**src/rtl/fifo_pkg.sv**
```systemverilog
// Shared defaults and types for the synchronous FIFO controller and its pointer registers.
package fifo_pkg;

  localparam int RAM_WIDTH_DEF = 10;
  localparam int RAM_DEPTH_DEF = 8;
  localparam int ADDR_SIZE_DEF = 3;
  localparam int PTR_W         = ADDR_SIZE_DEF + 1;
  localparam int AF_THRESH_DEF = 6;
  localparam int AE_THRESH_DEF = 2;

  // Encodes {push_ok, pop_ok} so the count update reads as an operation.
  typedef enum logic [1:0] {
    OP_IDLE = 2'b00,
    OP_POP  = 2'b01,
    OP_PUSH = 2'b10,
    OP_BOTH = 2'b11
  } fifo_op_e;

endpackage

```
**src/rtl/fifo_ptr.sv**
```systemverilog
// Circular pointer register: increments on i_inc, MSB acts as the wrap bit.
module fifo_ptr #(
  parameter int PTR_W = fifo_pkg::PTR_W
) (
  input  logic             clk,
  input  logic             rst,
  input  logic             i_inc,
  output logic [PTR_W-1:0] o_ptr
);

  logic [PTR_W-1:0] r_ptr;

  // NOTE: state uses <= so every flop samples the pre-edge values of its inputs.
  always_ff @(posedge clk) begin
    if (!rst) begin
      r_ptr <= '0;
    end else if (i_inc) begin
      r_ptr <= r_ptr + PTR_W'(1);
    end
  end

  assign o_ptr = r_ptr;

endmodule

```
**src/rtl/fifo_ctrl.sv**
```systemverilog
// FIFO controller driving an external dual-port RAM with registered read data;
// owns the pointers, occupancy count, status flags and sticky error bits.
module fifo_ctrl
  import fifo_pkg::*;
#(
  parameter int RAM_WIDTH = RAM_WIDTH_DEF,
  parameter int RAM_DEPTH = RAM_DEPTH_DEF,
  parameter int ADDR_SIZE = ADDR_SIZE_DEF,
  parameter int AF_THRESH = AF_THRESH_DEF,
  parameter int AE_THRESH = AE_THRESH_DEF
) (
  input  logic                 clk,
  input  logic                 rst,
  input  logic                 push,
  input  logic                 pop,
  input  logic [RAM_WIDTH-1:0] data_in,
  output logic [RAM_WIDTH-1:0] data_out,
  output logic                 data_valid,
  output logic                 full,
  output logic                 empty,
  output logic                 almost_full,
  output logic                 almost_empty,
  output logic [ADDR_SIZE:0]   count,
  output logic                 overflow_err,
  output logic                 underflow_err,
  output logic                 mem_wr_enb,
  output logic                 mem_rd_enb,
  output logic [ADDR_SIZE-1:0] mem_wr_addr,
  output logic [ADDR_SIZE-1:0] mem_rd_addr,
  output logic [RAM_WIDTH-1:0] mem_data_in,
  input  logic [RAM_WIDTH-1:0] mem_data_out
);

  localparam int CNT_W = ADDR_SIZE + 1;

  logic [CNT_W-1:0] w_wr_ptr;
  logic [CNT_W-1:0] w_rd_ptr;
  logic [CNT_W-1:0] r_count;
  logic [CNT_W-1:0] w_count_nxt;
  logic             r_data_valid;
  logic             r_overflow;
  logic             r_underflow;
  logic             w_full;
  logic             w_empty;
  logic             w_push_ok;
  logic             w_pop_ok;
  fifo_op_e         w_op;

  // Flags come from the count register only, so a full FIFO rejects a push even when a pop lands with it.
  assign w_full    = (r_count == CNT_W'(RAM_DEPTH));
  assign w_empty   = (r_count == '0);
  assign w_push_ok = push & ~w_full;
  assign w_pop_ok  = pop & ~w_empty;
  assign w_op      = fifo_op_e'({w_push_ok, w_pop_ok});

  fifo_ptr #(.PTR_W(CNT_W)) u_wr_ptr (
    .clk   (clk),
    .rst   (rst),
    .i_inc (w_push_ok),
    .o_ptr (w_wr_ptr)
  );

  fifo_ptr #(.PTR_W(CNT_W)) u_rd_ptr (
    .clk   (clk),
    .rst   (rst),
    .i_inc (w_pop_ok),
    .o_ptr (w_rd_ptr)
  );

  always_comb begin
    // NOTE: default first, so every path assigns w_count_nxt and no latch is inferred.
    w_count_nxt = r_count;
    unique case (w_op)
      OP_PUSH: w_count_nxt = r_count + CNT_W'(1);
      OP_POP:  w_count_nxt = r_count - CNT_W'(1);
      default: w_count_nxt = r_count;
    endcase
  end

  always_ff @(posedge clk) begin
    if (!rst) begin
      r_count      <= '0;
      r_data_valid <= 1'b0;
      r_overflow   <= 1'b0;
      r_underflow  <= 1'b0;
    end else begin
      r_count      <= w_count_nxt;
      r_data_valid <= w_pop_ok;
      r_overflow   <= r_overflow | (push & ~w_push_ok);
      r_underflow  <= r_underflow | (pop & ~w_pop_ok);
    end
  end

  // The wrap bits make the pointer difference equal the occupancy, including when full.
  always_ff @(posedge clk) begin
    if (rst) begin
      assert (r_count == CNT_W'(w_wr_ptr - w_rd_ptr));
    end
  end

  assign mem_wr_enb    = w_push_ok & rst;
  assign mem_rd_enb    = w_pop_ok & rst;
  assign mem_wr_addr   = w_wr_ptr[ADDR_SIZE-1:0];
  assign mem_rd_addr   = w_rd_ptr[ADDR_SIZE-1:0];
  assign mem_data_in   = data_in;
  assign data_out      = mem_data_out;
  assign data_valid    = r_data_valid;
  assign full          = w_full;
  assign empty         = w_empty;
  assign almost_full   = (r_count >= CNT_W'(AF_THRESH));
  assign almost_empty  = (r_count <= CNT_W'(AE_THRESH));
  assign count         = r_count;
  assign overflow_err  = r_overflow;
  assign underflow_err = r_underflow;

endmodule

```
**config.mk**
```make
export PLATFORM = sky130hd
export DESIGN_NAME = fifo_ctrl
export DESIGN_NICKNAME = d
export VERILOG_FILES = /design/src/rtl/fifo_pkg.sv /design/src/rtl/fifo_ptr.sv /design/src/rtl/fifo_ctrl.sv
export SDC_FILE = /design/constraint.sdc
export NUM_CORES = 1
export LEC_CHECK = 0
export CORE_MARGIN = 3
export CORE_UTILIZATION = 34
export DETAILED_ROUTE_END_ITERATION = 7
export MAX_ROUTING_LAYER = met4
export PLACE_DENSITY = 0.78
export SLEW_MARGIN = 20
export SYNTH_ARGS = -nofsm -noshare
export SYNTH_HDL_FRONTEND = slang
export SYNTH_HIERARCHICAL = 1
export SYNTH_SLANG_ARGS = --single-unit
export TNS_END_PERCENT = 20
```
**constraint.sdc**
```tcl
create_clock -name clk -period 2.4 [get_ports clk]
set_clock_uncertainty 0.1 [all_clocks]
set_input_delay 0.48 -clock clk [delete_from_list [all_inputs] [get_ports clk]]
set_output_delay 0.48 -clock clk [all_outputs]
set_load 0.02 [all_outputs]
```
# ---- Word level (Yosys, flattened, before mapping)
# Index checks and enable logic that the tools add are counted.
dict set report op_classes {
  n_addsub 4
  mul 0
  n_div 0
  order_cmp 2
  eq_ne 3
  shift 0
  n_mux 1
  bitwise_logic 12
  reduce_logical 2
}
# cell n
set ops {}
lappend ops {{$add A4 B1 Y4 const B} 3}
lappend ops {{$pmux W4 S2} 1}
lappend ops {{$and A1 B1 Y1} 6}
lappend ops {{$eq A4 B4 Y1 const B} 1}
lappend ops {{$ge A4 B3 Y1 const B} 1}
lappend ops {{$le A4 B2 Y1 const B} 1}
lappend ops {{$logic_not A4 Y1} 1}
lappend ops {{$not A1 Y1} 4}
lappend ops {{$sub A4 B1 Y4 const B} 1}
lappend ops {{$eq A2 B1 Y1 const B} 1}
lappend ops {{$eq A2 B2 Y1 const B} 1}
lappend ops {{$or A1 B1 Y1} 2}
lappend ops {{$reduce_bool A2 Y1} 1}
dict set report totals {
  register_bits 15
  latch_bits 0
  mem_bits_rw 0
  mem_bits_ro 0
  in_bits 24
  output_inout_bits 39
  memories 0
}

# ---- Depth between registers and ports, before layout
# Gate-level depths: netlist of the first run.
dict set report logic_depth {
  word_depth 6
  mapped_depth 9
  ltp_nobuf 9
}

# ---- Cells and area by module
# Netlist of the first run, hierarchy kept.
# mod instances cells_each area_each_um2 seq_area_each_um2
set modules_own_cells {}
lappend modules_own_cells {fifo_ctrl 1 67 565.5 140.1}
lappend modules_own_cells {fifo_ptr 2 16 176.4 80.1}

# ---- Worst setup path before layout of the first run
# No wires, ideal clock.
dict set report synth_path {
  kind {flip-flop to flip-flop}
  start {register r_count[3] (netlist: count[3])}
  end {register r_count[3] (netlist: count[3])}
  arrival_time_ps 2493
  t_required_ps 2228
  setup_slack_ps -265
  stages_incl_launch_ff 9
  path_buffers 0
  synth_period_minus_slack_ps 2665
  path_cell_list {dfxtp_1 -> nor4_2 -> nor2b_2 -> ha_1 -> ha_1 -> a21o_1 -> a21oi_2 -> mux2i_1 -> mux2i_1}
}
dict set report synth_between {
  elab_chain_len 5
}
# element line
set synth_lines {}
lappend synth_lines {{from (decl)} fifo_ctrl.sv:38} ;# logic [CNT_W-1:0] r_count;
lappend synth_lines {{from (signal assigned)} fifo_ctrl.sv:87} ;# r_count <= w_count_nxt;
lappend synth_lines {{$logic_not A4 Y1 (*)} fifo_ctrl.sv:51} ;# assign w_empty = (r_count == '0);
lappend synth_lines {{via empty} fifo_ctrl.sv:20} ;# output logic empty,
lappend synth_lines {{$not A1 Y1 (*)} fifo_ctrl.sv:53} ;# assign w_pop_ok = pop & ~w_empty;
lappend synth_lines {{$and A1 B1 Y1 (*)} fifo_ctrl.sv:53}
lappend synth_lines {{via w_pop_ok} fifo_ctrl.sv:46} ;# logic w_pop_ok;
lappend synth_lines {{$eq A2 B1 Y1 / $eq A2 B2 Y1 (equally long branches)} fifo_ctrl.sv:73} ;# unique case (w_op)
lappend synth_lines {{$pmux W4 S2 / $reduce_bool A2 Y1 (equally long branches)} n/a}
# Mark *: on every way through the listed nets, which the timed path passes. The rest lies on a longest branch.
# A chain may end at the register's enable or synchronous reset.

# ---- Worst setup path after layout of the first run
dict set report layout_path {
  start {register r_count[2] (netlist: count[2])}
  end {output port empty}
}
dict set report layout_between {
  elab_chain_len 1
}
# element line
set layout_lines {}
lappend layout_lines {{$logic_not A4 Y1} fifo_ctrl.sv:51}
lappend layout_lines {{to (decl)} fifo_ctrl.sv:20}
# No other way between the ends.

==> results of run 1 <==
==> layout make-up <==
class | instances | area [um2] | share of cell area, %
multi-input cells | 51 | 403 | 39.6
repair buffers | 29 | 270 | 26.6
flip-flops and latches | 13 | 264 | 26.0
well taps | 28 | 35.0 | 3.44
clock buffers | 4 | 26.3 | 2.58
inverters | 5 | 18.8 | 1.85
==> critical path, delay by kind of cell (launching register included) <==
family | cells | cell delay, ns
and+or+nand+nor | 1 | 0.31
DFF | 1 | 0.38
buffers and inverters | 2 | 0.75
==> registers in the layout, summed over array words and instances, names as in the netlist <==
name	count
u_wr_ptr/o_ptr	3
u_rd_ptr/o_ptr	3
overflow_err	1
data_valid	1
underflow_err	1
count	4
==> metrics by stage <==
step	hold slack [ns]	std cells	total power (W)
after floorplan	0.477	89	0.000857
after global placement	0.369	126	0.00113
after detailed placement	0.385	126	0.00115
after CTS	0.415	130	0.00130
after global routing	0.449	130	0.00138
final	0.406	130	0.00128
==> routing by layer <==
| layer | global-route usage, % | vias up |
|---|---|---|
| met5 | - | - |
| met2 | 17.1 | 25 |
| met1 | 13.0 | 275 |
| met3 | 1.64 | 7 |
| met4 | 11.5 | 0 |
| li1 | - | 302 |
==> path summary, 6_finish.rpt <==
path	slack [ns]	to	from	cells past startpoint
max reg2reg	0.19	count[2]	count[0]	10
max	0.1	empty	count[2]	3
min reg2reg	0.41	underflow_err	underflow_err	2
min	0.41	underflow_err	underflow_err	2
==> where the power goes <==
part	leakage (nW)	internal, W	switching (W)
sequential	0.107	0.000281	0.0000933
combinational	0.347	0.000398	0.000364
clock	0.0150	0.0000645	0.0000771
total	0.469	0.000743	0.000534
==> key figures, run 1 <==
Final layout
  – Fillers: 236
  – Diode count: 0
  – Area Growth Syn to Fin: 23.6%
  – Commonest non-fill, non-tap cell in the layout: clkdlybuf4s50_1
  – Layout Utilization: 45.1%
  – Share of layout cells above drive strength 1: 17.6%
  – Most frequent cells in the layout: 20 x clkdlybuf4s50_1, 10 x dfxtp_1, 7 x and2_1, 7 x buf_4
  – Post-route cell area: 1020 um2
  – Nets: 133

Floorplan
  – Core area: 2250 um2
  – Row Count: 17
  – Starting Density: 36.5%
  – I/O Pins: 63
  – Chip width: 55.2 um
  – Die Y: 55.2 um
  – Die footprint: 3050 um2

Critical path
  – CP Class: register to output pin
  – Crit. End Element: output pin
  – CP cell instances: nor4_4, buf_4, clkdlybuf4s50_1
  – Worst path slowest cell: clkdlybuf4s50_1
  – CP startpoint kind: register
  – Max incr delay on CP: 0.59 ns
  – Critical Path RT: 1.82 ns
  – CP arrival: 1.72 ns
  – CP max FO: 7

Place
  – Port Buf Inserts: 22
  – Routability congestion estimate: 0.723
  – Placed cell areas: 993 um2
  – Pre-CTS WS: -0.0793 ns
  – Dpl hpwl: 1.19 mm

STA
  – Slew margin rel.: 78.7%
  – Period minus WS final: 2.30 ns
  – Final setup viols: 0
  – Final Hold Viols: 0
  – Final period util: 96.0%
  – Final worst slack: 0.0959 ns
  – Slew at the pin closest to its max-slew limit: 0.319 ns
  – Setup TNS: 0 ns
  – F_max: 434 MHz
  – Slew Viols, Final: 0
  – Unrepaired setup endpoints after global routing: no

Hold path
  – HP Class: register to register

Clock tree
  – Clock sink count: 13
  – Clk pin slew, worst setup/hold paths: 0.08 ns
  – CTS resizes: 2
  – Clock buffer depth: 2
  – CTS tree: built
  – Clk root buf: clkbuf_4
  – Cts-stage hold buffer count: 0
  – CTS buffer count: 3
  – Htree depth: 1
  – Worst skew pair latency: 0.28 ns
  – # Post-CTS Setup Buffers: 0

Global routing
  – Total track usage: 11.5%
  – Total gr overflow: 0
  – Global-route wire length before repair: 2.70 mm
  – Initial antenna violation count: 0
  – Largest net degree at the start of global routing: 9
  – Vias in the first global route: 597

Synthesis
  – Synth Warn #: 6
  – Mapped cell area: 823 um2
  – Mapped Avg Cell Area: 9.25 um2
  – Syn Inst Count: 89
  – Syn_nets: 119

Job
  – Number of max-cap violations: 0

Drt
  – Met3 WL: 119 um
  – Met1 Routed Length: 718 um
  – Vias: 609
  – Initial DRT Pass Iterations: 2
  – Max Used Layer: met4
  – Antenna viol nets, final: 0
  – Routed len/inst: 12.2 um
  – DRC Markers: 0
  – DRT iter0 DRCs: 1
  – DR WL met2: 686 um
  – WL final: 1.59 mm
  – Vias per cell: 4.68

Pwr
  – Max VDD drop: 0.701 mV
  – Lkg Pwr: 0.469 nW
  – Pwr per Cell Area: 1260 nW/um2

Status
  – Status: completed
No activity file was read; power rests on OpenSTA's default activity.
==> run 2: changes to the inputs <==
- CORE_MARGIN: 3 -> 2
==> key figures, run 2 (synthesized netlist as in run 1, its figures left out) <==
Critical path
  – FF-to-FF setup slack: 0.21 ns (+0.02 ns)
  – CP max FO: 7 (unchanged)
  – CP startpoint kind: register
  – CP arrival: 1.69 ns (-0.03 ns)
  – Reg2reg start: count[0]
  – Worst Setup SP: count[0]
  – CP Class: register to output pin
  – Critical Path RT: 1.82 ns (about the same)
  – FF-to-FF path depth: 9 (-1)
  – Crit. End Element: output pin

Final layout
  – Area Growth Syn to Fin: 23.1%
  – Nets: 132 (-0.75%)
  – Max reg flops: 4 (unchanged)
  – Diode count: 0 (unchanged)
  – Share of layout cells above drive strength 1: 16.8% (-0.82 points)
  – Commonest non-fill, non-tap cell in the layout: clkdlybuf4s50_1
  – Most frequent cells in the layout: 20 x clkdlybuf4s50_1, 10 x dfxtp_1, 7 x and2_1, 6 x buf_4
  – Post-route cell area: 1010 um2 (-0.37%)

Floorplan
  – Row Count: 17 (unchanged)
  – I/O Pins: 63 (unchanged)
  – Chip width: 53.2 um (-3.6%)
  – Die footprint: 2830 um2 (-7.1%)
  – Core area: 2250 um2 (unchanged)
  – Starting Density: 36.5% (unchanged)
  – Die Y: 53.2 um (-3.6%)

Drt
  – Max Used Layer: met4
  – Vias per cell: 4.78 (+2.1%)
  – DRC Markers: 0 (unchanged)
  – Met1 Routed Length: 621 um (-14%)
  – Initial DRT Pass Iterations: 4 (+2)
  – DRT iter0 DRCs: 4 (+3)
  – WL final: 1.57 mm (-1.4%)
  – Routed len/inst: 12.1 um (-0.68%)
  – Antenna viol nets, final: 0 (unchanged)
  – DR WL met2: 755 um (+10%)
  – Met3 WL: 128 um (+7.6%)
  – Vias: 617 (+1.3%)

Place
  – Port Buf Inserts: 22 (unchanged)
  – Dpl hpwl: 1.24 mm (+4.6%)
  – Placed cell areas: 986 um2 (-0.76%)
  – Routability congestion estimate: 0.748 (+3.5%)

Pwr
  – Max VDD drop: 0.658 mV (-6.0%)
  – Pwr per Cell Area: 1220 nW/um2 (-2.8%)
  – Lkg Pwr: 0.475 nW (+1.3%)

STA
  – Final setup viols: 0 (unchanged)
  – F_max: 441 MHz (+1.5%)
  – Slew Viols, Final: 0 (unchanged)
  – Slew at the pin closest to its max-slew limit: 0.333 ns (+0.0140 ns)
  – Final period util: 94.6% (-1.4 points)
  – Unrepaired setup endpoints after global routing: no
  – Final Hold Viols: 0 (unchanged)
  – Period minus WS final: 2.27 ns (-0.0341 ns)
  – Slew margin rel.: 77.8% (-0.93 points)
  – Setup TNS: 0 ns (unchanged)

Hold path
  – HP Class: register to register
  – Hold path cells: 2 (unchanged)
  – Beginning of the worst hold path: overflow_err

Clock tree
  – Clk root buf: clkbuf_4
  – CTS buffer count: 3 (unchanged)
  – Worst skew pair latency: 0.27 ns (about the same)
  – Clk pin slew, worst setup/hold paths: 0.07 ns (about the same)
  – CTS tree: built
  – # Post-CTS Setup Buffers: 0 (unchanged)
  – Clock buffer depth: 2 (unchanged)
  – Htree depth: 1 (unchanged)
  – Clock sink count: 13 (unchanged)
  – Cts-stage hold buffer count: 0 (unchanged)

Global routing
  – Total track usage: 12.5% (+0.98 points)
  – Initial antenna violation count: 0 (unchanged)
  – Largest net degree at the start of global routing: 10 (+1)
  – Global-route wire length before repair: 2.45 mm (-9.2%)
  – Vias in the first global route: 578 (-3.2%)
  – Total gr overflow: 0 (unchanged)

Job
  – Number of max-cap violations: 0 (unchanged)

Status
  – Status: completed
[run 2: stage by stage]
step | hold slack [ns] | setup WS, ns | std cells | power (W) | util [%]
floorplan | 0.477 | 0.0108 | 89 | 0.000857 | -
global placement | 0.373 | -0.0574 | 125 | 0.00110 | 43.7
detailed placement | 0.384 | -0.0737 | 125 | 0.00112 | 43.7
CTS | 0.402 | 0.00745 | 129 | 0.00126 | 44.8
global route | 0.420 | 0.0124 | 129 | 0.00133 | 45.0
finish | 0.399 | 0.130 | 129 | 0.00124 | 45.0
[run 2: cell type report]
type	instances	area, um2
inverter	5	18.8
clock buffer	4	26.3
sequential	13	264
timing repair buffer	28	267
tap	28	35.0
fill	239	1240
multi-input combinational	51	403
[run 2: final timing paths]
path,end
hold reg to reg,overflow_err
hold / removal,overflow_err
setup / recovery,full
setup reg to reg,count[3]
[run 2: what timing repair did]
action	CTS	global route
endpoints found under the setup margin	1	1
gates cloned	0	0
gates resized for setup	1	1
[run 2: power by group]
part / switching (W) / internal (W)
clock network: 0.0000658 / 0.0000643
logic: 0.000356 / 0.000377
registers: 0.0000926 / 0.000281
[run 2: per-layer routing]
| layer | vias to the layer above | track usage [%] |
|---|---|---|
| li1 | 298 | - |
| met1 | 290 | 12.3 |
| met2 | 19 | 21.0 |
| met3 | 10 | 3.67 |
| met4 | 0 | 8.97 |
| met5 | - | - |
[run 2: worst max-delay path, cell delays in order, from the launching register on]
cell and delay (ns):
dfxtp_2 0.38, nor3_1 0.26, nand2_1 0.12, inv_1 0.07, clkdlybuf4s50_1 0.59
==> run 3: changes to the inputs <==
- TNS_END_PERCENT: 20 -> 5
==> results of run 3 <==
Final layout, timing and power as in run 2 (identical DEF).
